## src/rtl/vga_mode_sequencer.sv

```systemverilog
// Schedules display-mode advances (manual requests and timed auto-cycle) onto VGA frame boundaries.
// Latency: one cycle from i_Next/i_Auto edge or i_Frame_Start to outputs; all outputs registered.
module vga_mode_sequencer #(
    parameter int NUM_MODES   = 4,
    parameter int AUTO_FRAMES = 120
) (
    input  logic       i_Clk,
    input  logic       i_Reset,
    input  logic       i_Next,
    input  logic       i_Auto,
    input  logic       i_Frame_Start,
    output logic [3:0] o_Mode,
    output logic       o_Mode_Changed,
    output logic       o_Pending,
    output logic       o_Auto
);

    localparam logic [3:0]  LAST_MODE  = 4'(NUM_MODES - 1);
    localparam logic [11:0] LAST_FRAME = 12'(AUTO_FRAMES - 1);

    logic        prev_next;
    logic        prev_auto;
    logic [11:0] frame_cnt;

    logic       next_edge;
    logic       auto_edge;
    logic       apply_manual;
    logic       apply_auto;
    logic       do_advance;
    logic [3:0] advanced_mode;

    always_comb begin
        next_edge     = i_Next & ~prev_next;
        auto_edge     = i_Auto & ~prev_auto;
        // A queued request wins over the auto timer and applies in either mode.
        apply_manual  = i_Frame_Start & o_Pending;
        apply_auto    = i_Frame_Start & o_Auto & ~o_Pending & (frame_cnt == LAST_FRAME);
        do_advance    = apply_manual | apply_auto;
        advanced_mode = (o_Mode == LAST_MODE) ? 4'd0 : o_Mode + 4'd1;
    end

    always_ff @(posedge i_Clk) begin
        if (i_Reset) begin
            // prev regs reset high so a level held through reset is not seen as a press.
            prev_next      <= 1'b1;
            prev_auto      <= 1'b1;
            frame_cnt      <= 12'd0;
            o_Mode         <= 4'd0;
            o_Mode_Changed <= 1'b0;
            o_Pending      <= 1'b0;
            o_Auto         <= 1'b0;
        end else begin
            prev_next      <= i_Next;
            prev_auto      <= i_Auto;
            o_Mode_Changed <= do_advance;
            if (do_advance) begin
                o_Mode <= advanced_mode;
            end
            // A fresh edge re-queues even when the old request is consumed this cycle.
            o_Pending <= next_edge | (o_Pending & ~i_Frame_Start);
            if (auto_edge) begin
                o_Auto    <= ~o_Auto;
                frame_cnt <= 12'd0;
            end else if (i_Frame_Start && o_Auto) begin
                frame_cnt <= do_advance ? 12'd0 : frame_cnt + 12'd1;
            end
        end
    end

endmodule

```

## config.mk

```make
export PLATFORM = sky130hd
export DESIGN_NAME = vga_mode_sequencer
export DESIGN_NICKNAME = d
export VERILOG_FILES = /design/src/rtl/vga_mode_sequencer.sv
export SDC_FILE = /design/constraint.sdc
export NUM_CORES = 1
export LEC_CHECK = 0
export CAP_MARGIN = 5
export CORE_MARGIN = 2
export CORE_UTILIZATION = 35
export DETAILED_ROUTE_END_ITERATION = 16
export PLACE_DENSITY_LB_ADDON = 0.08
export SLEW_MARGIN = 25
export SYNTH_ARGS = -nofsm -noshare
export SYNTH_HDL_FRONTEND = slang
export SYNTH_SLANG_ARGS = --single-unit
```

## constraint.sdc

```tcl
create_clock -name i_Clk -period 2.05 [get_ports i_Clk]
set_clock_uncertainty 0.2 [all_clocks]
set_input_delay 0.41 -clock i_Clk [delete_from_list [all_inputs] [get_ports i_Clk]]
set_output_delay 0.41 -clock i_Clk [all_outputs]
set_load 0.005 [all_outputs]
```

==> impl_metrics.py, run 1 <==
metrics = {
    "worst_setup_path": {
        "critPathArrivalTime_ns": 2.17,
        "path_max_fanout": 7,
        "cp-start-kind": "flip-flop",
        "crit_path_end_kind": "flip-flop",
        "cp_slowest_cell": "or4b_4",
        "max_stage_delay_ns": 0.54,
        "crit_type": "flip-flop to flip-flop",
        "crit_required_ns": 2.09,
        "crit_family": "simple AND/OR/NAND/NOR gates",
        "crit_path_cell_trace": "or4b_4 > o41a_4 > or4b_1 > a21oi_1",
        "cp_num_buf_inv": 0,
    },
    "timing": {
        "holdWs_ns": 0.295,
        "finalMaxSlewViolations": 0,
        "fmax_mhz": 470,
        "timing.final.crit_share_pct": 104,
        "grt_setup_unrepaired": "yes",
        "worst_slack_ns": -0.0774,
        "min_period_ns": 2.13,
        "hold_viol": 0,
        "slew_headroom_pct": 78.5,
        "worst_pin_slew_ns": 0.319,
        "setup_viol": 1,
        "finalSetupTns_ns": -0.0774,
    },
    "placement": {
        "routabilityCongestion": 0.763,
        "placement.io_buffers": 11,
        "place_ws_ns": -0.403,
        "dp_hpwl_um": 1360,
    },
    "power_and_ir_drop": {
        "p_leak_nw": 0.452,
        "finalPower_w": 0.000673,
        "powerDensity_nw_per_um2": 545,
        "ir_worst_vdd_mv": 0.375,
    },
    "synth": {
        "synthDominantCellAreaShare_pct": 46.9,
        "synth_seq_cells": 21,
        "avgSynthCellArea_um2": 8.88,
        "synth_cells": 101,
        "synth_edf_count": 0,
        "ys_top_cells_by_area": "dfxtp_1, xnor2_1, nor2_1",
        "ys.flop_type": "dfxtp_1",
        "synth_area_um2": 897,
        "synth_warnings": 0,
        "async_reset_ff_share_pct": 0,
        "yosysUniqueCellTypes": 24,
        "synth_nets": 108,
        "yosys.area.top_type": "dfxtp_1",
        "seq_area_frac_synth_pct": 46.9,
    },
    "die": {
        "coreArea_um2": 2450,
        "die_w_um": 54.6,
        "ios": 12,
        "rows": 18,
        "die_height_um": 54.6,
        "start_util_pct": 36.5,
        "die_area_um2": 2980,
    },
    "routing": {
        "remaining_drc_errors": 0,
        "drt_wl_total_um": 1880,
        "routed_via_density": 4.77,
        "num_vias": 782,
        "drtPass1Iterations": 4,
        "wire_per_inst_um": 11.4,
        "ant_nets": 0,
        "drt_iter0_markers": 15,
    },
    "cts": {
        "clock-root-buffer": "clkbuf_4",
        "clk_path_buf_depth": 2,
        "clk_pin_slew_ns": 0.13,
        "htreeDepth": 1,
        "cts_setup_buffers": 0,
        "cts.sinks": 21,
        "clk_latency_ns": 0.31,
        "hold_buffers": 0,
        "cts_tree": "done",
        "numCtsBuffers": 3,
    },
    "global_routing": {
        "grt-ovfl-total": 0,
        "antenna_found_initial": 0,
        "grtUsageTotal_pct": 14.4,
        "grt_pass1_wl_um": 3040,
        "first_global_vias": 726,
        "grt_max_degree": 13,
    },
    "finish": {
        "final_cell_mix": "buf_4, dfxtp_1, nor2_1",
        "syn_to_final_growth_pct": 37.5,
        "layout_commonest_cell": "buf_4",
        "diodes": 0,
        "seqCellArea_um2": 424,
        "finalNetCount": 142,
        "multi_input_area_um2": 474,
        "utilization_pct": 50.3,
        "drive_gt1_share_pct": 25.4,
        "nFillCells": 255,
    },
    "status": {
        "status": "complete, but fails checks",
        "failed_checks": "negative setup slack",
    },
    "hold_path": {
        "hold_path_class": "flip-flop to flip-flop",
    },
    "flow_run": {
        "max-cap-violations": 0,
    },
}
-- layout make-up --
| class | count | area share, % |
|---|---|---|
| flip-flops and latches | 21 | 34.4 |
| well taps | 30 | 3.04 |
| inverters | 3 | 0.913 |
| multi-input cells | 75 | 38.4 |
| repair buffers | 31 | 21.1 |
| clock buffers | 4 | 2.13 |
-- cells by family (layout without fill, tap and decap cells) --
group / after synthesis / after routing / share of synthesized area [%]
fa+ha+maj: 2 / 2 / 2.79
buf+inv: 5 / 38 / 2.23
flops: 21 / 21 / 46.9
compound gates: 9 / 9 / 6.83
simple gates: 51 / 51 / 28.5
xor+xnor: 12 / 12 / 11.7
mux: 1 / 1 / 1.12
-- final timing paths --
check	startpoint	to	slack, ns	cells past startpoint
worst max-delay path	frame_cnt[8]	o_Mode[2]	-0.08	4
worst min-delay path	o_Pending	o_Pending	0.29	2
worst max register to register	frame_cnt[8]	o_Mode[2]	-0.08	4
worst min register to register	o_Pending	o_Pending	0.29	2
-- Yosys cell counts, drive strengths merged (2+ instances only) --
cell type	count
dfxtp	21
nor2	16
nand2	9
xnor2	9
a21oi	5
nor3	5
nand4	4
or3	4
inv	3
nand3	3
o21ai	3
xor2	3
ha	2
nand2b	2
nor4	2
or2	2
or4b	2
-- state kept, by name, indices dropped and copies added, names as in the netlist --
| name | count |
|---|---|
| frame_cnt | 12 |
| o_Mode | 4 |
| o_Auto | 1 |
| o_Mode_Changed | 1 |
| o_Pending | 1 |
| prev_auto | 1 |
| prev_next | 1 |
-- worst reg2reg max path: stages, from the launching register on --
cell and delay [ns]:
dfxtp_2 0.34, or4b_4 0.54, o41a_4 0.40, or4b_1 0.47, a21oi_1 0.12
-- power by group --
part	switching [W]	internal (W)	total [W]	leakage (nW)
sequential	0.00000297	0.000414	0.000417	0.172
clock	0.000129	0.0000758	0.000205	0.0150
combinational	0.0000216	0.0000293	0.0000509	0.265
total	0.000154	0.000519	0.000673	0.452
-- metrics by stage --
stage,std cells,cell area (µm²)
final,164,1230
after global routing,164,1230
after CTS,164,1220
after detailed placement,160,1190
after global placement,160,1190
after floorplan,101,902
-- layer usage --
layer | wire length, µm | up-vias | share of wire, % | global-route usage [%]
li1 | - | 410 | - | -
met1 | 917 | 355 | 49 | 18.3
met2 | 873 | 17 | 47 | 22.8
met3 | 85 | 0 | 4.5 | 3.01
met4 | 0 | 0 | 0 | 7.50
met5 | 0 | - | 0 | 0
-- timing repair --
action,in CTS,in global routing
endpoints found under the setup margin,3,15
resized for setup,1,5
pin swaps,0,1
(Power assumes the default switching activity.)
==> run 2, diff against run 1 <==
==> constraint.sdc (replaced) <==
create_clock -name i_Clk -period 2.3 [get_ports i_Clk]
set_clock_uncertainty 0.2 [all_clocks]
set_input_delay 0.46 -clock i_Clk [delete_from_list [all_inputs] [get_ports i_Clk]]
set_output_delay 0.46 -clock i_Clk [all_outputs]
set_load 0.005 [all_outputs]
==> impl_metrics.py, run 2 (synthesis gave the netlist of run 1 again) <==
metrics = {
    "routing": {
        "drt_iter0_markers": 9,
        "remaining_drc_errors": 0,
        "wire_per_inst_um": 11.3,
        "routed_via_density": 4.86,
        "drt_wl_total_um": 1760,
        "ant_nets": 0,
        "drtPass1Iterations": 4,
        "num_vias": 753,
    },
    "finish": {
        "drive_gt1_share_pct": 15.2,
        "final_cell_mix": "dfxtp_1, nor2_1, clkdlybuf4s50_1, buf_4",
        "syn_to_final_growth_pct": 27.8,
        "max_flop_register": "frame_cnt",
        "largest_register_ffs": 12,
        "diodes": 0,
        "finalNetCount": 133,
        "layout_commonest_cell": "dfxtp_1",
        "final_area_um2": 1150,
        "instances_no_fill": 155,
        "reg_top3": "frame_cnt (12), o_Mode (4)",
    },
    "cts": {
        "cts.sinks": 21,
        "cts_setup_buffers": 0,
        "cts_tree": "done",
        "hold_buffers": 0,
        "htreeDepth": 1,
        "clk_path_buf_depth": 2,
        "clk_pin_slew_ns": 0.12,
        "cts-resized-gates": 0,
        "clk_latency_ns": 0.31,
        "numCtsBuffers": 3,
        "clock-root-buffer": "clkbuf_4",
    },
    "worst_setup_path": {
        "cp-start-kind": "input port",
        "path_max_fanout": 7,
        "crit_type": "input port to flip-flop",
        "crit_required_ns": 2.35,
        "crit_path_end_kind": "flip-flop",
        "critPathArrivalTime_ns": 2.22,
    },
    "die": {
        "coreArea_um2": 2450,
        "ios": 12,
        "rows": 18,
        "die_height_um": 54.6,
        "die_area_um2": 2980,
        "start_util_pct": 36.5,
        "die_w_um": 54.6,
    },
    "power_and_ir_drop": {
        "ir_worst_vdd_mv": 0.330,
        "powerDensity_nw_per_um2": 519,
        "p_leak_nw": 0.404,
    },
    "global_routing": {
        "grt_max_degree": 13,
        "grt-ovfl-total": 0,
        "grt_pass1_wl_um": 2860,
        "first_global_vias": 662,
        "grtUsageTotal_pct": 13.5,
        "antenna_found_initial": 0,
    },
    "placement": {
        "place_area_um2": 1120,
        "dp_hpwl_um": 1290,
        "placement.io_buffers": 11,
        "placed_cells": 151,
        "routabilityCongestion": 0.769,
    },
    "timing": {
        "finalMaxSlewViolations": 0,
        "slew_headroom_pct": 77.8,
        "fmax_mhz": 461,
        "min_period_ns": 2.17,
        "finalSetupTns_ns": 0,
        "timing.final.crit_share_pct": 94.4,
        "worst_pin_slew_ns": 0.330,
        "grt_setup_unrepaired": "no",
        "setup_viol": 0,
        "hold_viol": 0,
    },
    "hold_path": {
        "hold_path_class": "flip-flop to flip-flop",
    },
    "flow_run": {
        "max-cap-violations": 0,
    },
    "status": {
        "status": "finished, final reports clean",
    },
}
## run 2: cell types whose count changed in the layout (fill, tap and decap cells not counted), sizes merged
cell	previous run	this run
buf	20	11
clkinv	0	1
clkbuf	4	3
## run 2: worst paths after layout
check | cells after the start | from | end | slack (ns)
max | 5 | i_Frame_Start | o_Mode[2] | 0.13
min | 2 | prev_next | o_Pending | 0.29
max reg2reg | 5 | frame_cnt[0] | o_Mode[2] | 0.14
min reg2reg | 2 | prev_next | o_Pending | 0.29
## run 2: through the flow
stage	setup slack [ns]	power [W]	hold slack, ns	util (%)
2_1_floorplan	0.212	0.000398	0.254	-
3_3_place_gp	-0.188	0.000421	0.269	45.6
3_5_place_dp	-0.215	0.000421	0.279	45.6
4_1_cts	0.120	0.000607	0.299	46.7
5_1_grt	0.0619	0.000625	0.326	46.7
6_report	0.129	0.000595	0.294	46.7
## run 2: critical path: stages
cell             delay (ns)
clkdlybuf4s50_1        0.49
nand4_1                0.14
o41a_4                 0.55
or4b_1                 0.47
a21oi_1                0.12
## run 2: area by class of cell
| cell class | count | area (µm²) |
|---|---|---|
| clock inverters | 1 | 5.00 |
| clock buffers | 3 | 22.5 |
| repair buffers | 22 | 193 |
| fillers | 249 | 1310 |
| flip-flops and latches | 21 | 420 |
| well taps | 30 | 37.5 |
| multi-input cells | 75 | 457 |
| inverters | 3 | 11.3 |
## run 2: power by group
group	total, W	internal, W	switching, W
clock network	0.000183	0.0000649	0.000118
logic	0.0000395	0.0000228	0.0000167
registers	0.000373	0.000369	0.00000396
## run 2: routing by layer
layer / up-vias / routed length [µm] / track usage (%)
met5: - / 0 / 0
met3: 2 / 63 / 4.92
met4: 0 / 10 / 3.75
met2: 11 / 860 / 20.8
li1: 395 / - / -
met1: 345 / 824 / 17.4
==> run 3, diff against run 2 <==
--- a/config.mk
+++ b/config.mk
@@ -9,6 +9,7 @@
 export CORE_MARGIN = 2
 export CORE_UTILIZATION = 35
 export DETAILED_ROUTE_END_ITERATION = 16
+export MAX_ROUTING_LAYER = met4
 export PLACE_DENSITY_LB_ADDON = 0.08
 export SLEW_MARGIN = 25
 export SYNTH_ARGS = -nofsm -noshare
==> impl_metrics.py, run 3 (synthesis gave the netlist of run 1 again) <==
metrics = {
    "cts": {
        "htreeDepth": 1,
        "cts_setup_buffers": 0,
        "clk_path_buf_depth": 2,
        "numCtsBuffers": 3,
        "cts-resized-gates": 0,
        "clk_latency_ns": 0.30,
        "cts_tree": "done",
        "clk_pin_slew_ns": 0.12,
        "clock-root-buffer": "clkbuf_4",
        "cts.sinks": 21,
        "hold_buffers": 0,
    },
    "worst_setup_path": {
        "crit_path_end_kind": "flip-flop",
        "cp-start-kind": "input port",
        "crit_required_ns": 2.35,
        "critPathArrivalTime_ns": 2.23,
        "path_max_fanout": 7,
        "crit_type": "input port to flip-flop",
    },
    "timing": {
        "finalMaxSlewViolations": 0,
        "fmax_mhz": 460,
        "worst_slack_ns": 0.125,
        "setup_viol": 0,
        "grt_setup_unrepaired": "no",
        "timing.final.crit_share_pct": 94.6,
        "finalSetupTns_ns": 0,
        "slew_headroom_pct": 77.8,
        "min_period_ns": 2.18,
        "hold_viol": 0,
        "worst_pin_slew_ns": 0.330,
    },
    "placement": {
        "placement.io_buffers": 11,
        "place_ws_ns": -0.215,
        "routabilityCongestion": 0.779,
        "dp_hpwl_um": 1290,
        "place_area_um2": 1120,
    },
    "routing": {
        "num_vias": 769,
        "remaining_drc_errors": 0,
        "ant_nets": 0,
        "drtPass1Iterations": 4,
        "routed_via_density": 4.96,
        "wire_per_inst_um": 11.4,
        "drt_iter0_markers": 9,
        "drt_wl_total_um": 1760,
    },
    "global_routing": {
        "grt-ovfl-total": 0,
        "first_global_vias": 660,
        "grt_max_degree": 13,
        "grtUsageTotal_pct": 13.8,
        "grt_pass1_wl_um": 2870,
        "antenna_found_initial": 0,
    },
    "die": {
        "die_area_um2": 2980,
        "start_util_pct": 36.5,
        "ios": 12,
        "die_height_um": 54.6,
        "coreArea_um2": 2450,
        "rows": 18,
        "die_w_um": 54.6,
    },
    "power_and_ir_drop": {
        "finalPower_w": 0.000595,
        "ir_worst_vdd_mv": 0.330,
        "powerDensity_nw_per_um2": 519,
        "p_leak_nw": 0.404,
    },
    "finish": {
        "drive_gt1_share_pct": 15.2,
        "nFillCells": 249,
        "syn_to_final_growth_pct": 27.8,
        "reg_top3": "frame_cnt (12), o_Mode (4)",
        "final_cell_mix": "dfxtp_1, nor2_1, clkdlybuf4s50_1, buf_4",
        "diodes": 0,
        "max_flop_register": "frame_cnt",
        "largest_register_ffs": 12,
        "finalNetCount": 133,
        "final_area_um2": 1150,
        "utilization_pct": 46.7,
        "layout_commonest_cell": "dfxtp_1",
        "multi_input_area_um2": 457,
        "seqCellArea_um2": 420,
    },
    "hold_path": {
        "hold_path_class": "flip-flop to flip-flop",
    },
    "status": {
        "status": "finished, final reports clean",
    },
    "flow_run": {
        "max-cap-violations": 0,
    },
}
==> run 3: cell counts in the layout (fill, tap and decap cells not counted) <==
No cell type changed its count.
==> run 3: path summary, 6_finish.rpt <==
| check | startpoint | end | slack (ns) | depth (start not counted) |
|---|---|---|---|---|
| min | prev_next | o_Pending | 0.29 | 2 |
| min reg2reg | prev_next | o_Pending | 0.29 | 2 |
| max | i_Frame_Start | o_Mode[2] | 0.12 | 5 |
| max reg2reg | frame_cnt[0] | o_Mode[2] | 0.14 | 5 |
==> run 3: critical path, stage by stage <==
cell,delay [ns]
clkdlybuf4s50_1,0.49
nand4_1,0.14
o41a_4,0.55
or4b_1,0.47
a21oi_1,0.12
==> run 3: per-stage QoR <==
step	hold slack [ns]	instances
6_report	0.294	155
5_1_grt	0.326	155
4_1_cts	0.299	155
3_5_place_dp	0.279	151
3_3_place_gp	0.269	151
2_1_floorplan	0.254	101
==> run 3: cell type report <==
type,count,area share (%)
Tap cell,30,3.28
Clock inverter,1,0.437
Sequential cell,21,36.7
Timing Repair Buffer,22,16.8
Inverter,3,0.983
Multi-Input combinational cell,75,39.8
Clock buffer,3,1.97
==> run 3: where the power goes <==
part | total (W) | leakage (nW) | internal (W) | switching, W
clock | 0.000182 | 0.0177 | 0.0000649 | 0.000117
combinational | 0.0000395 | 0.216 | 0.0000228 | 0.0000168
sequential | 0.000373 | 0.170 | 0.000369 | 0.00000396
total | 0.000595 | 0.404 | 0.000456 | 0.000138
==> run 3: routing by layer <==
metal	vias up	share of wire (%)	track usage, %
li1	397	-	-
met1	355	47	17.4
met2	15	49	20.8
met3	2	4.0	4.92
met4	0	0.57	3.75
met5	-	0	-
